File: config.mk
export PLATFORM = sky130hd
export DESIGN_NAME = comp_stream_packer
export DESIGN_NICKNAME = d
export VERILOG_FILES = /design/src/rtl/comp_stream_packer_pkg.sv /design/src/rtl/stream_byte_shifter.sv /design/src/rtl/comp_stream_packer.sv
export SDC_FILE = /design/constraint.sdc
export NUM_CORES = 2
export LEC_CHECK = 0
export CORE_ASPECT_RATIO = 1.1
export CORE_MARGIN = 3
export CORE_UTILIZATION = 30
export CTS_CLUSTER_SIZE = 16
export DETAILED_ROUTE_END_ITERATION = 10
export GPL_TIMING_DRIVEN = 0
export PLACE_DENSITY = 0.55
export SYNTH_ARGS = -nofsm -noshare
export SYNTH_HDL_FRONTEND = slang
export SYNTH_SLANG_ARGS = --single-unit
File: constraint.sdc
create_clock -name clk -period 12 [get_ports clk]
set_input_delay 1.2 -clock clk [delete_from_list [all_inputs] [get_ports clk]]
set_output_delay 1.2 -clock clk [all_outputs]
set_load 0.005 [all_outputs]
File: src/rtl/comp_stream_packer_pkg.sv
// Shared types and helpers for the compressor output stream packer.
package comp_stream_packer_pkg;

    // Default widths of the compressor core and the host AXI stream.
    localparam int COMP_DATA_BITS = 64;
    localparam int AXI_DATA_BITS  = 512;

    // Widest tkeep the helper functions accept; callers zero-extend.
    localparam int KEEP_MAX = 256;

    typedef logic [15:0] byte_cnt_t;

    typedef enum logic {
        ST_RUN   = 1'b0,
        ST_FLUSH = 1'b1
    } state_t;

    // Number of asserted byte enables.
    function automatic byte_cnt_t keep_count(input logic [KEEP_MAX-1:0] keep);
        byte_cnt_t n;
        n = '0;
        for (int i = 0; i < KEEP_MAX; i++) begin
            n = n + byte_cnt_t'(keep[i]);
        end
        return n;
    endfunction

    // True when keep is of the form 2^k-1 (all enables packed at the low end).
    function automatic logic keep_is_contig(input logic [KEEP_MAX-1:0] keep);
        return (keep & (keep + 1'b1)) == '0;
    endfunction

endpackage

File: src/rtl/stream_byte_shifter.sv
// Left barrel shift of an input beat by a byte offset into a window wide
// enough to hold a full output beat plus one input beat of overhang.
module stream_byte_shifter
    import comp_stream_packer_pkg::*;
#(
    parameter int IN_BYTES  = COMP_DATA_BITS / 8,
    parameter int OUT_BYTES = AXI_DATA_BITS / 8,
    parameter int SHIFT_W   = 7
) (
    input  logic [IN_BYTES*8-1:0]             data,
    input  logic [SHIFT_W-1:0]                shift,
    output logic [(OUT_BYTES+IN_BYTES)*8-1:0] window
);

    localparam int WIN_BITS = (OUT_BYTES + IN_BYTES) * 8;

    logic [WIN_BITS-1:0] stage;

    // One log2 stage per shift bit; each stage moves by 2^b bytes.
    always_comb begin
        stage = WIN_BITS'(data);
        for (int b = 0; b < SHIFT_W; b++) begin
            if (shift[b]) begin
                stage = stage << (8 << b);
            end
        end
        window = stage;
    end

endmodule

File: src/rtl/comp_stream_packer.sv
// Narrow-to-wide AXI4-Stream packer for the compressor output path.
// COMPACT=1 packs valid bytes densely across output beats and carries the
// overhang into the next beat (or a FLUSH beat on tlast); COMPACT=0 gives
// each input beat its own lane slot. Also tracks per-frame byte totals and
// flags non-contiguous tkeep in dense mode.
module comp_stream_packer
    import comp_stream_packer_pkg::*;
#(
    parameter int IN_BITS  = COMP_DATA_BITS,
    parameter int OUT_BITS = AXI_DATA_BITS,
    parameter bit COMPACT  = 1'b1,
    parameter int CNT_BITS = 32
) (
    input  logic                  clk,
    input  logic                  rst_n,
    input  logic [IN_BITS-1:0]    s_tdata,
    input  logic [IN_BITS/8-1:0]  s_tkeep,
    input  logic                  s_tlast,
    input  logic                  s_tvalid,
    output logic                  s_tready,
    output logic [OUT_BITS-1:0]   m_tdata,
    output logic [OUT_BITS/8-1:0] m_tkeep,
    output logic                  m_tlast,
    output logic                  m_tvalid,
    input  logic                  m_tready,
    output logic [CNT_BITS-1:0]   o_frame_bytes,
    output logic                  o_frame_done,
    output logic                  o_err
);

    localparam int IN_BYTES  = IN_BITS / 8;
    localparam int OUT_BYTES = OUT_BITS / 8;
    localparam int WIN_BITS  = OUT_BITS + IN_BITS;
    localparam int FILL_W    = $clog2(OUT_BYTES) + 1;
    localparam int SLOTS     = OUT_BITS / IN_BITS;
    localparam int SLOT_W    = (SLOTS > 1) ? $clog2(SLOTS) : 1;
    localparam logic [FILL_W-1:0] OUT_BYTES_F = FILL_W'(OUT_BYTES);

    if ((IN_BITS % 8) != 0 || (OUT_BITS % IN_BITS) != 0 || OUT_BYTES > KEEP_MAX) begin : g_bad_widths
        $error("comp_stream_packer: IN_BITS must be a multiple of 8 and OUT_BITS a multiple of IN_BITS");
    end

    state_t               state;
    logic [FILL_W-1:0]    fill;
    logic [OUT_BITS-1:0]  acc;
    logic [OUT_BYTES-1:0] acc_keep;
    logic [SLOT_W-1:0]    slot;
    logic [CNT_BITS-1:0]  frame_cnt;

    logic                 out_free;
    logic                 in_fire;
    logic                 out_fire;
    logic [FILL_W-1:0]    k;
    logic [FILL_W-1:0]    sum;
    logic [FILL_W-1:0]    rem;
    logic                 overflow;
    logic                 keep_bad;
    logic [IN_BITS-1:0]   in_masked;
    logic [WIN_BITS-1:0]  shifted;
    logic [WIN_BITS-1:0]  win;
    logic [OUT_BITS-1:0]  carry_word;
    logic [OUT_BYTES-1:0] sum_keep;
    logic [OUT_BYTES-1:0] fill_keep;
    logic [OUT_BITS-1:0]  lane_data;
    logic [OUT_BYTES-1:0] lane_keep;
    logic                 last_slot;
    logic [CNT_BITS:0]    cnt_sum;
    logic [CNT_BITS-1:0]  cnt_next;

    // Low-contiguous byte-enable mask with n bytes set.
    function automatic logic [OUT_BYTES-1:0] lo_mask(input logic [FILL_W-1:0] n);
        logic [OUT_BYTES-1:0] m;
        for (int i = 0; i < OUT_BYTES; i++) begin
            m[i] = (i < int'(n));
        end
        return m;
    endfunction

    assign out_free = !m_tvalid || m_tready;
    assign s_tready = (state == ST_RUN) && out_free;
    assign in_fire  = s_tvalid && s_tready;
    assign out_fire = m_tvalid && m_tready;

    assign k        = FILL_W'(keep_count(KEEP_MAX'(s_tkeep)));
    assign keep_bad = !keep_is_contig(KEEP_MAX'(s_tkeep));
    assign sum      = fill + k;
    assign overflow = (sum >= OUT_BYTES_F);
    assign rem      = sum - OUT_BYTES_F;

    assign sum_keep  = lo_mask(sum);
    assign fill_keep = lo_mask(fill);

    // Keep only the k low bytes of the beat, whatever the tkeep pattern was.
    always_comb begin
        // NOTE: default first so no path leaves in_masked unassigned, which would infer a latch.
        in_masked = '0;
        for (int i = 0; i < IN_BYTES; i++) begin
            if (i < int'(k)) begin
                in_masked[i*8 +: 8] = s_tdata[i*8 +: 8];
            end
        end
    end

    stream_byte_shifter #(
        .IN_BYTES  (IN_BYTES),
        .OUT_BYTES (OUT_BYTES),
        .SHIFT_W   (FILL_W)
    ) u_shifter (
        .data   (in_masked),
        .shift  (fill),
        .window (shifted)
    );

    // Bytes above fill in acc are always zero, so OR merges without masking.
    assign win        = {{IN_BITS{1'b0}}, acc} | shifted;
    // Overhang beyond one output beat never exceeds one input beat.
    assign carry_word = OUT_BITS'(win[WIN_BITS-1 -: IN_BITS]);

    // Lane mode: drop the current beat and its tkeep into the active slot.
    always_comb begin
        lane_data = acc;
        lane_keep = acc_keep;
        lane_data[int'(slot)*IN_BITS +: IN_BITS]   = s_tdata;
        lane_keep[int'(slot)*IN_BYTES +: IN_BYTES] = s_tkeep;
    end

    assign last_slot = (slot == SLOT_W'(SLOTS - 1));

    // Saturating frame byte total including the beat now leaving.
    assign cnt_sum  = {1'b0, frame_cnt} + (CNT_BITS+1)'(keep_count(KEEP_MAX'(m_tkeep)));
    assign cnt_next = cnt_sum[CNT_BITS] ? '1 : cnt_sum[CNT_BITS-1:0];

    // Packing datapath, output register and RUN/FLUSH sequencing.
    always_ff @(posedge clk) begin
        if (!rst_n) begin
            // NOTE: the accumulator is reset despite being datapath: a mid-frame reset
            // must not let stale bytes OR into the first beat of the next frame.
            state    <= ST_RUN;
            fill     <= '0;
            slot     <= '0;
            acc      <= '0;
            acc_keep <= '0;
            m_tvalid <= 1'b0;
            m_tlast  <= 1'b0;
            m_tkeep  <= '0;
            m_tdata  <= '0;
            o_err    <= 1'b0;
        end else begin
            // NOTE: non-blocking throughout, so a later load in this block overrides
            // this clear and every decision uses the pre-edge register values.
            if (out_fire) begin
                m_tvalid <= 1'b0;
            end

            if (state == ST_FLUSH) begin
                if (out_free) begin
                    m_tvalid <= 1'b1;
                    m_tdata  <= acc;
                    m_tkeep  <= fill_keep;
                    m_tlast  <= 1'b1;
                    acc      <= '0;
                    fill     <= '0;
                    state    <= ST_RUN;
                end
            end else if (in_fire) begin
                if (COMPACT) begin
                    if (keep_bad) begin
                        o_err <= 1'b1;
                    end
                    if (overflow) begin
                        m_tvalid <= 1'b1;
                        m_tdata  <= win[OUT_BITS-1:0];
                        m_tkeep  <= '1;
                        m_tlast  <= s_tlast && (rem == '0);
                        acc      <= carry_word;
                        fill     <= rem;
                        if (s_tlast && (rem != '0)) begin
                            state <= ST_FLUSH;
                        end
                    end else if (s_tlast) begin
                        m_tvalid <= 1'b1;
                        m_tdata  <= win[OUT_BITS-1:0];
                        m_tkeep  <= sum_keep;
                        m_tlast  <= 1'b1;
                        acc      <= '0;
                        fill     <= '0;
                    end else begin
                        acc  <= win[OUT_BITS-1:0];
                        fill <= sum;
                    end
                end else begin
                    if (last_slot || s_tlast) begin
                        m_tvalid <= 1'b1;
                        m_tdata  <= lane_data;
                        m_tkeep  <= lane_keep;
                        m_tlast  <= s_tlast;
                        acc      <= '0;
                        acc_keep <= '0;
                        slot     <= '0;
                    end else begin
                        acc      <= lane_data;
                        acc_keep <= lane_keep;
                        slot     <= slot + 1'b1;
                    end
                end
            end
        end
    end

    // Per-frame byte total, reported and cleared when the tlast beat leaves.
    always_ff @(posedge clk) begin
        if (!rst_n) begin
            frame_cnt     <= '0;
            o_frame_bytes <= '0;
            o_frame_done  <= 1'b0;
        end else begin
            o_frame_done <= 1'b0;
            if (out_fire) begin
                if (m_tlast) begin
                    o_frame_bytes <= cnt_next;
                    o_frame_done  <= 1'b1;
                    frame_cnt     <= '0;
                end else begin
                    frame_cnt <= cnt_next;
                end
            end
        end
    end

endmodule

# Word level (Yosys, flattened, before mapping)

Index checks and enable logic that the tools add are counted.

$add $sub $neg: 74
Magnitude comparators: 137
Equality and inequality tests: 1
Muxes and demuxes: 54
Bitwise logic cells: 4
Reductions and logical operators: 17

Operators with widths:

| operator             | number |
|---|---|
| $mux W512            | 10 |
| $mux W576            | 6 |
| $add A16 B1 Y16      | 48 |
| $or A512 B576 Y576   | 1 |
| $lt A6 B7 Y1 const A | 64 |
| $mux W64             | 5 |
| $logic_not A256 Y1   | 1 |
| $lt A5 B7 Y1 const A | 32 |
| $lt A4 B7 Y1 const A | 16 |
| $lt A3 B7 Y1 const A | 12 |
| $mux W72             | 1 |
| $mux W32             | 2 |
| $mux W8              | 8 |
| $lt A1 B7 Y1 const A | 6 |
| $lt A2 B7 Y1 const A | 6 |
| $mux W7              | 5 |
| $add A32 B16 Y33     | 1 |
| $mux W1              | 17 |
| $add A15 B1 Y16      | 1 |
| $add A14 B1 Y15      | 1 |
| $add A13 B1 Y14      | 1 |
| $add A6 B1 Y7        | 2 |
| $add A12 B1 Y13      | 1 |
| $add A11 B1 Y12      | 1 |
| other kinds (26)     | 39 |

Flip-flop bits (word level): 1164
Input port bits: 77
Output and inout port bits: 613
Logic and storage cells: 298

# Logic depth before layout (Yosys ltp)

Depth in word-level cells: 66
Depth in mapped cells: 23
Mapped depth without buffers: 22

# By module

From an unflattened synthesis, not the netlist that was laid out.

Cell total of the unflattened synthesis: 6667
Area, all modules: 55502.0 um^2

By module, submodules not included:

| module              | times used | cells an instance | area an instance (um^2) | seq. area each (um^2) |
|---|---|---|---|---|
| comp_stream_packer  | 1          | 5398              | 47261.6                 | 23302.3 |
| stream_byte_shifter | 1          | 1269              | 8240.4                  | 0.0 |

# Least setup slack after synthesis

No wires, ideal clock.

Path kind: reg2reg
Start: reg m_tkeep[35]
End: reg o_frame_bytes[14]
Setup time: 0.132 ns
Arrival time: 6.800 ns
Required time: 11.868 ns
Path slack: 5.068 ns
Stages on the path, launching flop included: 24
Period minus slack after synthesis: 6.932 ns
Cell sequence: dfxtp_1 > inv_1 > fa_1 > inv_1 > fa_1 > fa_1 > inv_1 > fa_1 > inv_1 > fa_1 > fa_1 > fa_1 > inv_1 > fa_1 > inv_1 > fa_1 > a211oi_1 > o21bai_1 > a211o_1 > a21o_1 > and3_1 > nor2_1 > clkbuf_1 > a21oi_1

Longest elaborated chain between the ends: 31

RTL lines:

| element                       | RTL line                     | text |
|---|---|---|
| from (decl)                   | comp_stream_packer.sv:22     | `output logic [OUT_BITS/8-1:0] m_tkeep,` |
| from (signal assigned)        | comp_stream_packer.sv:159    | `m_tkeep <= fill_keep;` |
| from (signal assigned)        | comp_stream_packer.sv:183    | `m_tkeep <= sum_keep;` |
| from (signal assigned)        | comp_stream_packer.sv:195    | `m_tkeep <= lane_keep;` |
| $add A16 B1 Y16 (29 in a row) | comp_stream_packer_pkg.sv:23 | `n = n + byte_cnt_t'(keep[i]);` |
| $add A32 B16 Y33              | comp_stream_packer.sv:130    | `assign cnt_sum = {1'b0, frame_cnt} + (CNT_BITS+1)'(keep_count(KEEP_MAX'(m_tkeep)));` |
| $mux W32                      | comp_stream_packer.sv:131    | `assign cnt_next = cnt_sum[CNT_BITS] ? '1 : cnt_sum[CNT_BITS-1:0];` |
| to (signal assigned)          | comp_stream_packer.sv:220    | `o_frame_bytes <= cnt_next;` |
| to (decl)                     | comp_stream_packer.sv:26     | `output logic [CNT_BITS-1:0] o_frame_bytes,` |

No other way between the ends.
A chain may end at the register's enable or synchronous reset.

# Final worst setup path

Start: in s_tkeep[0]
End: reg acc[454]

Longest elaborated chain between the ends: 21

RTL lines:

| element                                    | RTL line                     | text |
|---|---|---|
| from (decl)                                | comp_stream_packer.sv:17     | `input logic [IN_BITS/8-1:0] s_tkeep,` |
| $add A1 B1 Y2 *                            | comp_stream_packer_pkg.sv:23 |  |
| $add A2 B1 Y3 *                            | comp_stream_packer_pkg.sv:23 |  |
| $add A3 B1 Y4 *                            | comp_stream_packer_pkg.sv:23 |  |
| $add A4 B1 Y5 *                            | comp_stream_packer_pkg.sv:23 |  |
| $add A5 B1 Y6 *                            | comp_stream_packer_pkg.sv:23 |  |
| $add A6 B1 Y7 *                            | comp_stream_packer_pkg.sv:23 |  |
| $add A7 B1 Y7 *                            | comp_stream_packer_pkg.sv:23 |  |
| $lt A3 B7 Y1, or another cell as far along | comp_stream_packer.sv:98     | `if (i < int'(k)) begin` |
| $mux W8                                    | comp_stream_packer.sv:98     |  |
| $mux W72                                   | stream_byte_shifter.sv:23    | `if (shift[b]) begin` |
| $mux W576 (6 in a row)                     | stream_byte_shifter.sv:23    |  |
| $or A512 B576 Y576                         | comp_stream_packer.sv:115    | `assign win = {{IN_BITS{1'b0}}, acc} \| shifted;` |
| $mux W512                                  | comp_stream_packer.sv:180    | `end else if (s_tlast) begin` |
| $mux W512 *                                | comp_stream_packer.sv:170    | `if (overflow) begin` |
| $mux W512 *                                | comp_stream_packer.sv:165    | `end else if (in_fire) begin` |
| $mux W512 *                                | comp_stream_packer.sv:155    | `if (state == ST_FLUSH) begin` |
| to (signal assigned)                       | comp_stream_packer.sv:175    | `acc <= carry_word;` |
| to (signal assigned)                       | comp_stream_packer.sv:188    | `acc <= win[OUT_BITS-1:0];` |
| to (signal assigned)                       | comp_stream_packer.sv:201    | `acc <= lane_data;` |
| to (decl)                                  | comp_stream_packer.sv:45     | `logic [OUT_BITS-1:0] acc;` |

Mark *: on every way between the ends. The rest lies on a longest branch, timed or not. The select of a mux whose other input is x is not followed.

==> out/qor.csv <==
metric,value,unit
r2r worst-path depth,21,
Rel. slew slack,-12.1,%
leak pwr,0.0240,uW
Critical R2R Launch,m_tkeep[0]$_SDFFE_PN0P_,
PD cells,181,nW/um^2
DR vias,62000,
Iter 0 DRT Violations,9877,
Setup Viol. Count Final,0,
routed len/inst,39.6,um
Synth Area per Inst,8.52,um^2
Inserted Clock Buffers,134,
CP peak stage delay,1.66,ns
core box area,178000,um^2
first-pass GRT wire length,505,mm
clk slew on worst S/H paths,0.06,ns
number of cells on the critical path,18,
distinct cell type count after synthesis,112,
clk_lat worst skew,0.87,ns
post-synth top area cell,dfxtp_1,
via/cell ratio,6.40,
startpoint types,input port,
clk_skew,0.0573,ns
Synth area leaders,"dfxtp_1 43%, a21oi_1 7.3%, o21ai_0 6.4%",
reported max-cap violation count,21,
Post-DRT Antenna Nets,0,
GPL Wtd Cong,1.08,
post-cts sizing count,0,
DRC violations left,0,
die area,184000,um^2
crit path DAT,8.87,ns
Worst Path Required,12.78,ns
Overflow after GRT,0,
largest net degree at the start of global routing,17,
pin slew with the least headroom to its limit,1.68,ns
setup_tns,0,ns
"Top FF cell, synth",dfxtp_1,
Site Rows,162,
Worst Path Max Fanout,10,
Synth Warn #,0,
I/O pins,690,
DIE HEIGHT,450,um
post-synthesis register bit count,1164,
area delta synth->final,28.0,%
FMAX,124,MHz
All-Layer GR Usage,39.6,%
final wirelength,383,mm
CP top delay family,adder cells,
RSZ-0062 raised after global routing,false,
final hold vios,0,
Worst Hold Class,reg -> reg,
period utilisation layout,67.4,%
ratio of cells with drive above 1 in the final layout,7.89,%
DRT Pass-1 Iters,9,
status,"finished, violations left",
initial core utilization,30.3,%
Layout Nets,7334,
minimum clock period,8.09,ns
cell mode on critical path,fa_1,
Mapped Area,53800,um^2
# Post-CTS Setup Buffers,0,
hold path start,acc[65]$_SDFFE_PN0P_,
critical path endpoint category,register,
H-tree Lvls,4,
gate count of the mapped netlist,6316,
CTS tree,done,
initial antenna violation count,55,
crit-path cells,clkdlybuf4s50_1 -> fa_1 -> inv_1 -> fa_1 -> fa_1 -> inv_1 -> ha_1 -> fa_1 -> buf_6 -> inv_1 -> fa_1 -> nor2b_2 -> o31a_1 -> buf_4 -> mux2_4 -> nand3_1 -> nor3_1 -> a22o_1,
r2r setup slk,4.17,ns
Crit-path slowest cell,nor3_1,
Chip Width,410,um
worst hold margin,0.449,ns
pins over their slew limit,174,
failing checks,"capacitance limit, slew limit",
Crit Path Class,in -> reg,
vias in the first global route,57100,
maximum vdd drop,0.223,mV
end of the worst register-to-register path,o_frame_bytes[22]$_SDFFE_PN0P_,
Async SR Flop Fraction,0,%
top-area cell type share of the netlist area,43.3,%
CTS Root Cell,clkbuf_16,
Hold Path Stages,2,
I/O Buffers,682,
Syn Nets,6490,
Post-synth EDFFs,0,
WHS Endpoint,acc[65]$_SDFFE_PN0P_,
CTS Hold Buffers Added,0,
"Seq/Total Area, Yosys",43.3,%
CTS sink count,1164,
Critical path buffers and inverters,6,
DP HPWL,296,mm
CTS Buffer Depth,3,
## worst max path at each step
stage | slack (ns) | to | from
final | 3.91 | acc[454]$_SDFFE_PN0P_ | s_tkeep[0]
after global routing | 3.96 | frame_cnt[21]$_SDFFE_PN0P_ | m_tkeep[0]$_SDFFE_PN0P_
after CTS | 4.23 | m_tdata[5]$_SDFFE_PN0P_ | s_tkeep[0]
after detailed placement | 3.38 | m_tdata[9]$_SDFFE_PN0P_ | s_tkeep[0]
after global placement | 2.75 | m_tdata[144]$_SDFFE_PN0P_ | s_tkeep[0]
after floorplan | 5.07 | o_frame_bytes[14]$_SDFFE_PN0P_ | m_tkeep[35]$_SDFFE_PN0P_
## worst reg2reg max path: stages, from the launching register on
cell and delay [ns]:
dfxtp_1 0.66, fa_1 0.49, inv_1 0.08, fa_1 0.47, fa_1 0.41, inv_1 0.08, fa_1 0.44, fa_1 0.53
fa_1 0.53, fa_1 0.55, inv_1 0.05, fa_1 0.54, inv_1 0.08, fa_1 0.48, a211oi_1 0.26, o21bai_1 0.20
a211o_1 0.36, a21o_1 0.24, and3_1 0.20, nor2_1 0.46, clkbuf_1 0.41, a21oi_1 0.14
## layout make-up
type | instances | area [um^2]
antenna | 50 | 125
buffer | 574 | 2490
clock buffer | 184 | 3800
clock inverter | 52 | 880
fill | 18300 | 109000
inverter | 130 | 488
multi-input combinational | 4448 | 27700
sequential | 1164 | 23300
tap | 2378 | 2980
timing repair buffer | 708 | 7150
## cell families after synthesis
| kind of cell | synth area share (%) |
|---|---|
| compound gates | 30.9 |
| simple gates | 12.7 |
| flops | 43.3 |
| buf+inv | 5.52 |
| mux | 3.92 |
| fa+ha+maj | 3.13 |
| xor+xnor | 0.533 |
## state kept, by name, indices dropped and copies added (netlist names)
name and cells:
m_tvalid 1, m_tkeep 64, o_frame_done 1, o_err 1, fill 7, frame_cnt 32
m_tdata 512, m_tlast 1, state 1, o_frame_bytes 32, acc 512
## cell usage after synthesis (17+ instances only)
library cell	n
inv_1	127
nand2b_1	57
a21o_1	25
a32oi_1	35
clkbuf_1	370
nand3_1	80
buf_1	43
a31oi_1	136
a21oi_1	790
a32o_1	77
nor2b_1	17
dfxtp_1	1164
nand2_1	643
and3_1	140
o221ai_1	31
xnor2_1	19
nor2_1	374
a311oi_1	27
a221o_1	50
o22ai_1	111
a22o_1	55
o21a_1	20
o21ai_0	686
ha_1	36
fa_1	61
o21ai_1	31
a221oi_1	110
nand4_1	21
mux2_2	29
buf_2	131
nor3_1	110
o211ai_1	44
mux2i_1	149
a22oi_1	97
a211oi_1	95
## metrics by stage
stage / power (uW) / setup WS [ns] / utilization (%) / area [um^2] / instances
final: 12500 / 3.91 / 38.7 / 68900 / 9688
after global routing: 12600 / 3.96 / 38.7 / 68800 / 9644
after CTS: 12300 / 4.23 / 38.6 / 68700 / 9635
after detailed placement: 7870 / 3.38 / 36.0 / 64000 / 9399
after global placement: 7840 / 2.75 / 35.8 / 63600 / 9376
after floorplan: 5980 / 5.07 / - / 53800 / 6316
## cell usage in the layout (no fill, tap or decap), types with 95 or more instances in the layout
master,Yosys,final
clkbuf_1,370,390
dfxtp_1,1164,1164
inv_1,127,127
and3_1,140,140
a221oi_1,110,110
nand2_1,643,643
a22oi_1,97,97
o22ai_1,111,110
a21oi_1,790,790
a211oi_1,95,95
a31oi_1,136,135
mux2i_1,149,149
clkdlybuf4s50_1,0,682
nor3_1,110,102
o21ai_0,686,685
clkbuf_16,0,135
nor2_1,374,365
buf_2,131,132
## metal layers
metal / track usage (%) / vias up / wire length, um
met3: 13.3 / 1291 / 43700
met1: 48.6 / 30900 / 147000
li1: - / 25100 / -
met4: 27.8 / 10 / 32100
met2: 58.0 / 4657 / 160000
met5: 0.131 / - / 73
## power breakdown
group,switching [uW],internal (uW),leakage (uW)
sequential,101,3960,0.00942
clock,1940,2520,0.00227
combinational,2900,1050,0.0123
total,4940,7530,0.0240
Power figures use the tool's default switching activity.
